### src/rtl/memory_ctrl_pkg.sv
// ============================================================================
// Module      : memory_ctrl_pkg
// Description : Shared types and constants for the memory sequencing
//               controller: FSM state encoding, command codes and default
//               datapath widths.
// Revision    : 1.0 - initial release
// ============================================================================
`default_nettype none

package memory_ctrl_pkg;

  // Default datapath geometry: 32-bit words, 64-entry RAM
  localparam int DATA_W_DEF = 32;
  localparam int ADDR_W_DEF = 6;

  // Command codes presented on mc_data_contition; 3'b100..3'b111 are reserved
  localparam logic [2:0] CMD_NOP    = 3'b000;
  localparam logic [2:0] CMD_WR     = 3'b001;
  localparam logic [2:0] CMD_RD     = 3'b010;
  localparam logic [2:0] CMD_CLRPTR = 3'b011;

  // Controller states, explicitly 3 bits wide
  typedef enum logic [2:0] {
    ST_IDLE   = 3'd0,
    ST_WR_A   = 3'd1,
    ST_WR_B   = 3'd2,
    ST_RD_A   = 3'd3,
    ST_RD_B   = 3'd4,
    ST_RD_CAP = 3'd5,
    ST_DONE   = 3'd6
  } state_t;

endpackage

`default_nettype wire

### src/rtl/memory_ctrl.sv
// ============================================================================
// Module      : memory_ctrl
// Description : Sequencing controller between a datapath and a companion
//               single_port_ram (registered read, 1-cycle latency). Stores
//               1-2 words at an auto-incrementing write pointer, fetches 1-2
//               operands (opa/opb) from an auto-incrementing read pointer and
//               reports completion through a mc_done / mc_data_done handshake.
//               Optional feature macro MC_ERR_EN adds the mc_err output, a
//               one-cycle pulse after a reserved command is sampled in IDLE.
// Revision    : 1.0 - initial release
// ============================================================================
`default_nettype none

module memory_ctrl
  import memory_ctrl_pkg::*;
#(
  parameter int DATA_W = DATA_W_DEF,
  parameter int ADDR_W = ADDR_W_DEF
) (
  input  logic              mc_clk,
  input  logic              mc_reset,
  input  logic [2:0]        mc_data_contition,
  input  logic              mc_data_length,
  input  logic [DATA_W-1:0] mc_data_in,
  input  logic              mc_data_done,
  input  logic [DATA_W-1:0] mem_data_out,
  output logic [ADDR_W-1:0] mc_address_mem,
  output logic [DATA_W-1:0] mem_data_in,
  output logic              mc_we,
  output logic [DATA_W-1:0] mc_data_out_opa,
  output logic [DATA_W-1:0] mc_data_out_opb,
  output logic              mc_done
`ifdef MC_ERR_EN
  ,
  output logic              mc_err
`endif
);

  state_t            state;
  state_t            state_next;

  logic [ADDR_W-1:0] wr_ptr;
  logic [ADDR_W-1:0] rd_ptr;
  logic [DATA_W-1:0] wdata;
  logic [DATA_W-1:0] opa;
  logic [DATA_W-1:0] opb;
  // Word count of the command in flight, frozen at accept so a changing
  // mc_data_length mid-command cannot corrupt the sequence.
  logic              len_two;

  // Pointer offsets kept at address width so wrap-around is natural
  localparam logic [ADDR_W-1:0] PTR_ONE = ADDR_W'(1);
  localparam logic [ADDR_W-1:0] PTR_TWO = ADDR_W'(2);

  // State register; asynchronous reset drops any write immediately
  always_ff @(posedge mc_clk or negedge mc_reset) begin
    if (!mc_reset) begin
      state <= ST_IDLE;
    end else begin
      state <= state_next;
    end
  end

  // Next-state decode; commands are only looked at in IDLE
  always_comb begin
    state_next = state;
    case (state)
      ST_IDLE: begin
        case (mc_data_contition)
          CMD_NOP:    state_next = ST_IDLE;
          CMD_WR:     state_next = ST_WR_A;
          CMD_RD:     state_next = ST_RD_A;
          CMD_CLRPTR: state_next = ST_DONE;
          default:    state_next = ST_IDLE;
        endcase
      end
      ST_WR_A:   state_next = len_two ? ST_WR_B : ST_DONE;
      ST_WR_B:   state_next = ST_DONE;
      ST_RD_A:   state_next = len_two ? ST_RD_B : ST_RD_CAP;
      ST_RD_B:   state_next = ST_RD_CAP;
      ST_RD_CAP: state_next = ST_DONE;
      ST_DONE:   state_next = mc_data_done ? ST_IDLE : ST_DONE;
      default:   state_next = ST_IDLE;
    endcase
  end

  // Output decode from registered state and pointers only
  always_comb begin
    mc_we          = 1'b0;
    mc_address_mem = '0;
    mc_done        = 1'b0;
    case (state)
      ST_WR_A: begin
        mc_we          = 1'b1;
        mc_address_mem = wr_ptr;
      end
      ST_WR_B: begin
        mc_we          = 1'b1;
        mc_address_mem = wr_ptr + PTR_ONE;
      end
      ST_RD_A:   mc_address_mem = rd_ptr;
      ST_RD_B:   mc_address_mem = rd_ptr + PTR_ONE;
      // Keep pointing at the last word fetched while its data is captured
      ST_RD_CAP: mc_address_mem = len_two ? (rd_ptr + PTR_ONE) : rd_ptr;
      ST_DONE:   mc_done = 1'b1;
      default: begin
        mc_we          = 1'b0;
        mc_address_mem = '0;
        mc_done        = 1'b0;
      end
    endcase
  end

  // The write-data register drives the RAM in every state; only mc_we qualifies it
  assign mem_data_in     = wdata;
  assign mc_data_out_opa = opa;
  assign mc_data_out_opb = opb;

  // Pointer, write-data and operand registers advanced by the sequence
  always_ff @(posedge mc_clk or negedge mc_reset) begin
    if (!mc_reset) begin
      wr_ptr  <= '0;
      rd_ptr  <= '0;
      wdata   <= '0;
      opa     <= '0;
      opb     <= '0;
      len_two <= 1'b0;
    end else begin
      case (state)
        ST_IDLE: begin
          if (mc_data_contition == CMD_WR) begin
            wdata   <= mc_data_in;
            len_two <= mc_data_length;
          end else if (mc_data_contition == CMD_RD) begin
            len_two <= mc_data_length;
          end else if (mc_data_contition == CMD_CLRPTR) begin
            wr_ptr <= '0;
            rd_ptr <= '0;
          end
        end
        ST_WR_A: begin
          // Second word is latched here so WR_B writes it; single-word ends now
          if (len_two) begin
            wdata <= mc_data_in;
          end else begin
            wr_ptr <= wr_ptr + PTR_ONE;
          end
        end
        ST_WR_B: begin
          wr_ptr <= wr_ptr + PTR_TWO;
        end
        ST_RD_B: begin
          // RAM now returns the word addressed in RD_A
          opa <= mem_data_out;
        end
        ST_RD_CAP: begin
          if (len_two) begin
            opb    <= mem_data_out;
            rd_ptr <= rd_ptr + PTR_TWO;
          end else begin
            opa    <= mem_data_out;
            rd_ptr <= rd_ptr + PTR_ONE;
          end
        end
        default: begin
          wr_ptr <= wr_ptr;
        end
      endcase
    end
  end

`ifdef MC_ERR_EN
  // One-cycle error flag for each reserved command sampled while idle
  always_ff @(posedge mc_clk or negedge mc_reset) begin
    if (!mc_reset) begin
      mc_err <= 1'b0;
    end else begin
      mc_err <= (state == ST_IDLE) && mc_data_contition[2];
    end
  end
`endif

endmodule

`default_nettype wire

### config.mk
export PLATFORM = sky130hd
export DESIGN_NAME = memory_ctrl
export DESIGN_NICKNAME = d
export VERILOG_FILES = /design/src/rtl/memory_ctrl_pkg.sv /design/src/rtl/memory_ctrl.sv
export SDC_FILE = /design/constraint.sdc
export NUM_CORES = 1
export LEC_CHECK = 0
export CAP_MARGIN = 10
export CORE_MARGIN = 10
export CORE_UTILIZATION = 45
export CTS_CLUSTER_DIAMETER = 50
export DETAILED_ROUTE_END_ITERATION = 8
export PLACE_DENSITY = 0.8
export SETUP_SLACK_MARGIN = 0.05
export SYNTH_ARGS = -nofsm -noshare
export SYNTH_HDL_FRONTEND = slang
export SYNTH_SLANG_ARGS = --single-unit
### constraint.sdc
create_clock -name mc_clk -period 2.05 [get_ports mc_clk]
set_input_delay 0.615 -clock mc_clk [delete_from_list [all_inputs] [get_ports mc_clk]]
set_output_delay 0.615 -clock mc_clk [all_outputs]
set_load 0.02 [all_outputs]
* After elaboration in Yosys (flattened, before gate mapping)
Index checks and enable logic that the tools add are counted.
** Word-level totals
- Register bits after elaboration :: 112
- Output and inout port bits :: 104
** Operators by class
- Mux-type cells :: 23
- Reduce and logical (&&, ||, !) cells :: 14
- Equal/unequal tests :: 16
- Add/subtract/negate cells :: 4
** Operators by type and width (number)
- 32-bit case mux with 2 select lines :: 2
- 32-bit 2-to-1 mux :: 3
- 6-bit 2-to-1 mux :: 6
- 6-bit case mux with 5 select lines :: 1
- 3-bit case mux with 6 select lines :: 1
- 6-bit case mux with 3 select lines :: 1
- 2-bit != test, second input constant :: 7
- 6-bit by 1-bit adder with 6-bit output, second input constant :: 2
- 6-bit by 2-bit adder with 6-bit output, second input constant :: 2
- 3-bit by 2-bit == test with 1-bit output, second input constant :: 4
- 6-bit case mux with 2 select lines :: 1
- 3-bit == test, second input constant :: 3
- 3-bit case mux with 3 select lines :: 1
- 2-bit nonzero test :: 4
- 3-bit by 1-bit == test with 1-bit output, second input constant :: 2
- 3-bit 2-to-1 mux :: 2
- 2-bit AND reduction :: 3
- 1-bit 2-to-1 mux :: 5
- 5-bit AND reduction :: 1
- 4-bit AND reduction :: 1
- 2-bit OR reduction :: 2
- 3-bit zero test :: 1
- 3-bit AND reduction :: 1
- 3-bit nonzero test :: 1

* Longest topological paths before layout
Gate-level depths: netlist of the first run.
- Depth after elaboration :: 5
- Mapped depth :: 7

* Worst setup path after synthesis of the first run
OpenSTA, ideal clock, no wires.
- Path type :: reg-to-output
- From :: reg state[1]
- To :: out mc_address_mem[3]
- Cell stages (with the launch flop) :: 7
- Data arrival time :: 1592 ps
- Buffers on the path :: 2
- Slack :: -157 ps
- Cells stage by stage :: dfrtp_1 buf_2 buf_2 nand2b_1 nor2_1 a21oi_1 o221ai_1
** Between the ends
- Word-level cells in the longest chain between the ends :: 2
- Elaborated cells on any way between the ends :: 6
** Ends and longest elaborated chain
- start, declared :: RTL line memory_ctrl.sv:39 : state_t state;
- start signal, assigned :: RTL line memory_ctrl.sv:60 : state <= state_next;
- 3-bit == test, or another cell as far along :: RTL line memory_ctrl.sv:92 : case (state)
- 6-bit case mux with 5 select lines (*) :: RTL line memory_ctrl.sv:92
- end, declared :: RTL line memory_ctrl.sv:27 : output logic [ADDR_W-1:0] mc_address_mem,
Every way passes the cells marked *; elsewhere a longest branch is shown, timed or not.

* Worst setup path in the final report of the first run
- From :: reg state[0]
- To :: out mc_address_mem[1]
Same word-level chain as after synthesis.

==> results of run 1 <==
how the worst max path moves through the flow:
| stage | start | slack [ps] | endpoint |
|---|---|---|---|
| floorplan | state[1]$_DFF_PN0_ | 50 | mc_address_mem[3] |
| global placement | state[0]$_DFF_PN0_ | -450 | mc_address_mem[2] |
| detailed placement | state[0]$_DFF_PN0_ | -490 | mc_address_mem[2] |
| CTS | wr_ptr[1]$_DFFE_PN0P_ | -320 | mc_address_mem[1] |
| global route | state[0]$_DFF_PN0_ | -410 | mc_address_mem[1] |
| finish | state[0]$_DFF_PN0_ | -350 | mc_address_mem[1] |
layout make-up:
| type | count | area, sq um |
|---|---|---|
| Multi-Input combinational cell | 242 | 2230 |
| Timing Repair Buffer | 239 | 2450 |
| Fill cell | 679 | 2830 |
| Antenna cell | 1 | 2.50 |
| Sequential cell | 112 | 2810 |
| Clock buffer | 10 | 128 |
| Clock inverter | 6 | 139 |
| Inverter | 9 | 33.8 |
| Tap cell | 140 | 175 |
per-layer routing:
metal,vias up,GRT usage,part of all wire,wire [microns]
met2,177,0.322,0.51,7830
met4,2,0.0562,0.018,273
li1,1835,-,-,-
met3,24,0.102,0.13,1950
met1,1984,0.198,0.35,5390
met5,-,0,0.00084,13
cell families after synthesis:
group	synth area share
adders and majority gates	0.0126
buffers and inverters	0.0298
and+or+nand+nor	0.0838
AOI/OAI and AO/OA	0.0810
xor gates and xnor gates	0.00530
DFF	0.565
muxes	0.222
state kept, by name, indices dropped and copies added (netlist names):
name             count
mc_data_out_opb     32
wr_ptr               6
len_two              1
rd_ptr               6
mem_data_in         32
mc_data_out_opa     32
state                3
through the flow:
step	power (mW)	utilization	cell area, sq um
finish	13.4	0.738	7970
global route	14.1	0.738	7960
CTS	13.3	0.712	7680
detailed placement	11.5	0.675	7290
global placement	11.2	0.675	7290
floorplan	7.73	-	5000
worst reg2reg max path: stages, from the launching register on:
cell     delay, ps
dfrtp_2        470
buf_6          140
buf_6          130
o41ai_2        370
nand2_2        110
buf_12         180
mux2_1         350
power by group through the flow:
stage	logic (mW)	registers (mW)	clock network [mW]
detailed placement	7.48	3.97	0
global route	8.22	4.09	1.84
floorplan	2.61	5.11	0
global placement	7.35	3.87	0
finish	7.74	3.97	1.69
CTS	7.64	3.96	1.74
synthesized netlist by cell type (3+ instances only):
cell / count
nand2b_1: 5
nand2_1: 19
dfrtp_1: 112
nor3_1: 5
nor3b_1: 4
nor2b_1: 5
and3_1: 3
a21oi_1: 12
o21ai_0: 15
a22oi_1: 4
clkbuf_1: 5
ha_1: 5
nor2_1: 16
nand3_1: 7
mux2_2: 94
a31oi_1: 4
inv_1: 9
buf_6: 4
nor4_1: 3
buf_2: 10
mux2_1: 3
repair_timing:
item,CTS,global route
setup endpoints to repair,33,72
endpoints found under the hold margin,0,0
hold buffers,0,0
pin swaps,7,8
resized for setup,105,90
buffers inserted,5,2
==> metrics.csv, run 1 <==
metric,value,unit
outcome,finished with violations,
violations,negative setup slack,
initial_core_util,0.459,
synth.area.top_cells,"dfrtp_1, mux2_2, o21ai_0",
clkPwrFrac,0.126,
fmax,417,MHz
synthFlopType,dfrtp_1,
gp_congestion,0.938,
sw_frac_of_total,0.389,
place_inst,735,
cp_common_cell,buf_6,
async_flop_share,1.00,
finalMaxSlewViolations,0,
synth_top_area_frac,0.565,
finalWorstSetupSlack,-347,ps
path_buf_inv,3,
cts_tree,built,
grt_usage,0.189,
cp-end-kind,output pin,
die_h,125,microns
vias_per_cell,5.30,
r2r-end,mem_data_in[30]$_DFFE_PN0P_,
final_common_cell,dfrtp_1,
cp-start-kind,flop,
ys_seq_elements,112,
pwr-share-seq,0.296,
cp.depth,6,
worstSkewPairLatency,360,ps
drive_gt1_frac,0.374,
critical_path_arrival,1780,ps
nets,689,
r2r_cells,6,
worst-setup-path-type,reg2out,
grt_setup_unrepaired,true,
post-place-ws,-488,ps
syn_inst,382,
antenna_left,0,
routed_wl,15500,microns
tightestPinTransition,593,ps
area_delta_synth_final,60.7,%
grt_max_degree,113,
critPathMaxStageDelay,450,ps
die_width,125,microns
cap_violations,0,
pin_count,175,
drtIter0Drc,294,
final_cell_mix,"dfrtp_1, mux2_2, clkdlybuf4s50_1",
yosysSeqAreaShare,0.565,
comb_power_share,0.578,
synth_area_per_cell,13.0,sq um
critical-path-top-delay-family,flip-flops,
htreeDepth,3,
p_leak,4.02,nW
fin_crit_sh,1.17,
yosysUniqueCellTypes,52,
ys.warnings.count,0,
final-hold-violation-count,0,
dr_total_vias,4022,
grt_pass1_vias,4463,
finClkSkew,10.2,ps
regToRegSetupSlack,180,ps
cts_sinks,112,
netlist_area,4960,sq um
clk_pin_slew,100,ps
grt_overflow,0,
setup-tns-final,-1920,ps
finalCriticalPeriod,2400,ps
die_area,15600,sq um
rows,38,
path_cells,nor2b_4 -> buf_6 -> nor2_4 -> buf_6 -> a221o_1 -> buf_6,
ir_worst_vdd,1.01,mV
cpMaxStageDelayCell,dfrtp_2,
wl_per_cell,20.4,microns
slew_headroom,0.604,
cts_root_buf,clkbuf_8,
required,1430,ps
netSwitchingPower,5.21,mW
synth_fp_nets,458,
powerDensity,1680,nW/um^2
first_pass_iters,5,
antenna_found_initial,1,
cts_buffers,9,
r2r-start,state[0]$_DFF_PN0_,
p_int,8.18,mW
yosysTopAreaCell,dfrtp_1,
cts_buffer_depth,2,
min_path_type,in2async,
core_area,10800,sq um
grt_pass1_wl,24200,microns
hold_ws,310,ps
finalSetupViolations,8,
final_cells,759,
dp_hpwl,11300,microns
port_buffers,174,
synth_edf_count,0,
cp_max_fo,6,
drc,0,
Power figures use the tool's default switching activity.
==> run 2: changes to the inputs <==
CTS_BUF_LIST = sky130_fd_sc_hd__clkbuf_4   (was unset)
REMOVE_ABC_BUFFERS = 1   (was unset)
SKIP_LAST_GASP = 1   (was unset)
==> run 2 against run 1 <==
Effect of this change: the run still ends with negative setup slack left; cell count rose by 1.3%; clock power fell by 42%; sequential share of layout area rose by 1.8 points; clock skew rose by 4.3 ps; via count barely moved; flip-flop and latch count did not move; register-to-register slack barely moved; worst hold slack improved by 200 ps; largest cell class unchanged.
==> metrics.csv, run 2 (synthesis gave the netlist of run 1 again) <==
metric,value,unit,change
final_common_cell,dfrtp_1,,unchanged
critical_path_arrival,1890,ps,was 1780 ps
min_path_type,reg2reg,,was in2async
netSwitchingPower,5.08,mW,was 5.21 mW
drc,0,,unchanged
cap_violations,0,,unchanged
port_buffers,174,,unchanged
grt_pass1_wl,23400,microns,was 24200 microns
drive_gt1_frac,0.367,,was 0.374
antenna_left,0,,unchanged
post-place-ws,-482,ps,was -488 ps
drtIter0Drc,278,,was 294
comb_power_share,0.599,,was 0.578
cp-start-kind,flop,,unchanged
finalCriticalPeriod,2500,ps,was 2400 ps
grt_pass1_vias,4283,,was 4463
outcome,finished with violations,,unchanged
grt_usage,0.183,,was 0.189
clkPwrFrac,0.081,,was 0.126
nets,699,,was 689
gp_congestion,0.894,,was 0.938
dp_hpwl,11400,microns,was 11300 microns
routed_wl,15000,microns,was 15500 microns
pwr-share-seq,0.321,,was 0.296
pin_count,175,,unchanged
powerDensity,1600,nW/um^2,was 1680 nW/um^2
grt_max_degree,66,,was 113
first_pass_iters,4,,was 5
finish.utilization,0.701,,was 0.738
slew_headroom,0.773,,was 0.604
final_cell_mix,"dfrtp_1, dlygate4sd2_1, mux2_2",,"was dfrtp_1, mux2_2, clkdlybuf4s50_1"
fin_crit_sh,1.22,,was 1.17
tightestPinTransition,340,ps,was 593 ps
required,1430,ps,about the same
grt_overflow,0,,unchanged
cts_tree,built,,unchanged
finalWorstSetupSlack,-453,ps,was -347 ps
sw_frac_of_total,0.419,,was 0.389
vias_per_cell,5.23,,was 5.30
setup-tns-final,-2820,ps,was -1920 ps
cts_buffer_depth,2,,unchanged
cp_max_fo,6,,unchanged
cts_buffers,9,,unchanged
finalSetupViolations,8,,unchanged
p_int,7.06,mW,was 8.18 mW
finClkSkew,14.5,ps,was 10.2 ps
worst-setup-path-type,reg2out,,unchanged
die_width,125,microns,unchanged
clk_pin_slew,170,ps,was 100 ps
violations,negative setup slack,,unchanged
rows,38,,unchanged
core_area,10800,sq um,unchanged
cts_sinks,112,,unchanged
finalMaxSlewViolations,0,,unchanged
die_h,125,microns,unchanged
wl_per_cell,19.5,microns,was 20.4 microns
p_leak,3.47,nW,was 4.02 nW
grt_setup_unrepaired,true,,unchanged
cts_root_buf,clkbuf_4,,was clkbuf_8
initial_core_util,0.459,,unchanged
antenna_found_initial,1,,unchanged
die_area,15600,sq um,unchanged
ir_worst_vdd,0.976,mV,was 1.01 mV
hold_ws,513,ps,was 310 ps
final-hold-violation-count,0,,unchanged
worstSkewPairLatency,450,ps,was 360 ps
dr_total_vias,4023,,was 4022
power,12.1,mW,was 13.4 mW
area_delta_synth_final,52.7,%,was 60.7%
cp-end-kind,output pin,,unchanged
htreeDepth,3,,unchanged
fmax,400,MHz,was 417 MHz
regToRegSetupSlack,170,ps,was 180 ps
==> run 2: worst paths after layout <==
kind,start,to,depth (start not counted)
worst max register to register,state[0]$_DFF_PN0_,mem_data_in[30]$_DFFE_PN0P_,6
min in group asynchronous,mc_reset,mc_data_out_opb[11]$_DFFE_PN0P_,2
worst min register to register,mc_data_out_opb[24]$_DFFE_PN0P_,mc_data_out_opb[24]$_DFFE_PN0P_,1
worst max-delay path,state[0]$_DFF_PN0_,mc_address_mem[3],6
max in group asynchronous,mc_reset,mc_data_out_opb[5]$_DFFE_PN0P_,3
worst min-delay path,mc_data_out_opb[24]$_DFFE_PN0P_,mc_data_out_opb[24]$_DFFE_PN0P_,1
==> run 2: area by class of cell <==
cell class,instances,area (sq um)
clock buffers,9,67.6
flip-flops and latches,112,2810
clock inverters,6,46.3
diodes,2,5.00
repair buffers,249,2260
fillers,797,3220
inverters,9,33.8
multi-input cells,242,2180
well taps,140,175
==> run 2: timing repair <==
item	CTS	global route
setup endpoints to repair	104	8
pin swaps	8	14
buffers inserted	9	5
hold endpoints to repair	12	0
resized for setup	168	27
hold buffers	1	0
==> run 2: worst max-delay path, stage by stage (launching register included) <==
cell and delay, ps:
dfrtp_2 490, buf_6 140, nand2b_4 150, nor3b_2 210, a21oi_2 70, o221ai_1 210
buf_4 180
==> run 2: per-stage QoR <==
| stage | cell area (sq um) | instances |
|---|---|---|
| 5_1_grt | 7570 | 768 |
| 4_1_cts | 7430 | 762 |
| 3_5_place_dp | 7260 | 737 |
| 3_3_place_gp | 7260 | 737 |
| 2_1_floorplan | 4840 | 363 |
| 6_report | 7570 | 769 |
==> run 2: power groups by stage <==
stage | Combinational (mW) | Clock (mW) | Sequential (mW)
after floorplan | 2.30 | 0 | 5.23
after global placement | 7.25 | 0 | 3.87
after detailed placement | 7.40 | 0 | 3.96
after CTS | 7.05 | 1.01 | 3.87
after global routing | 7.75 | 1.10 | 4.04
final | 7.27 | 0.978 | 3.89
==> run 2: metal layers <==
metal  track usage  wire length [microns]  share of wire  vias to the layer above
li1              -                      -              -                     1871
met1         0.193                   5520           0.37                     2020
met2         0.330                   8050           0.54                      115
met3        0.0680                   1150          0.077                       17
met4        0.0589                    281          0.019                        0
met5             0                      0              0                        -
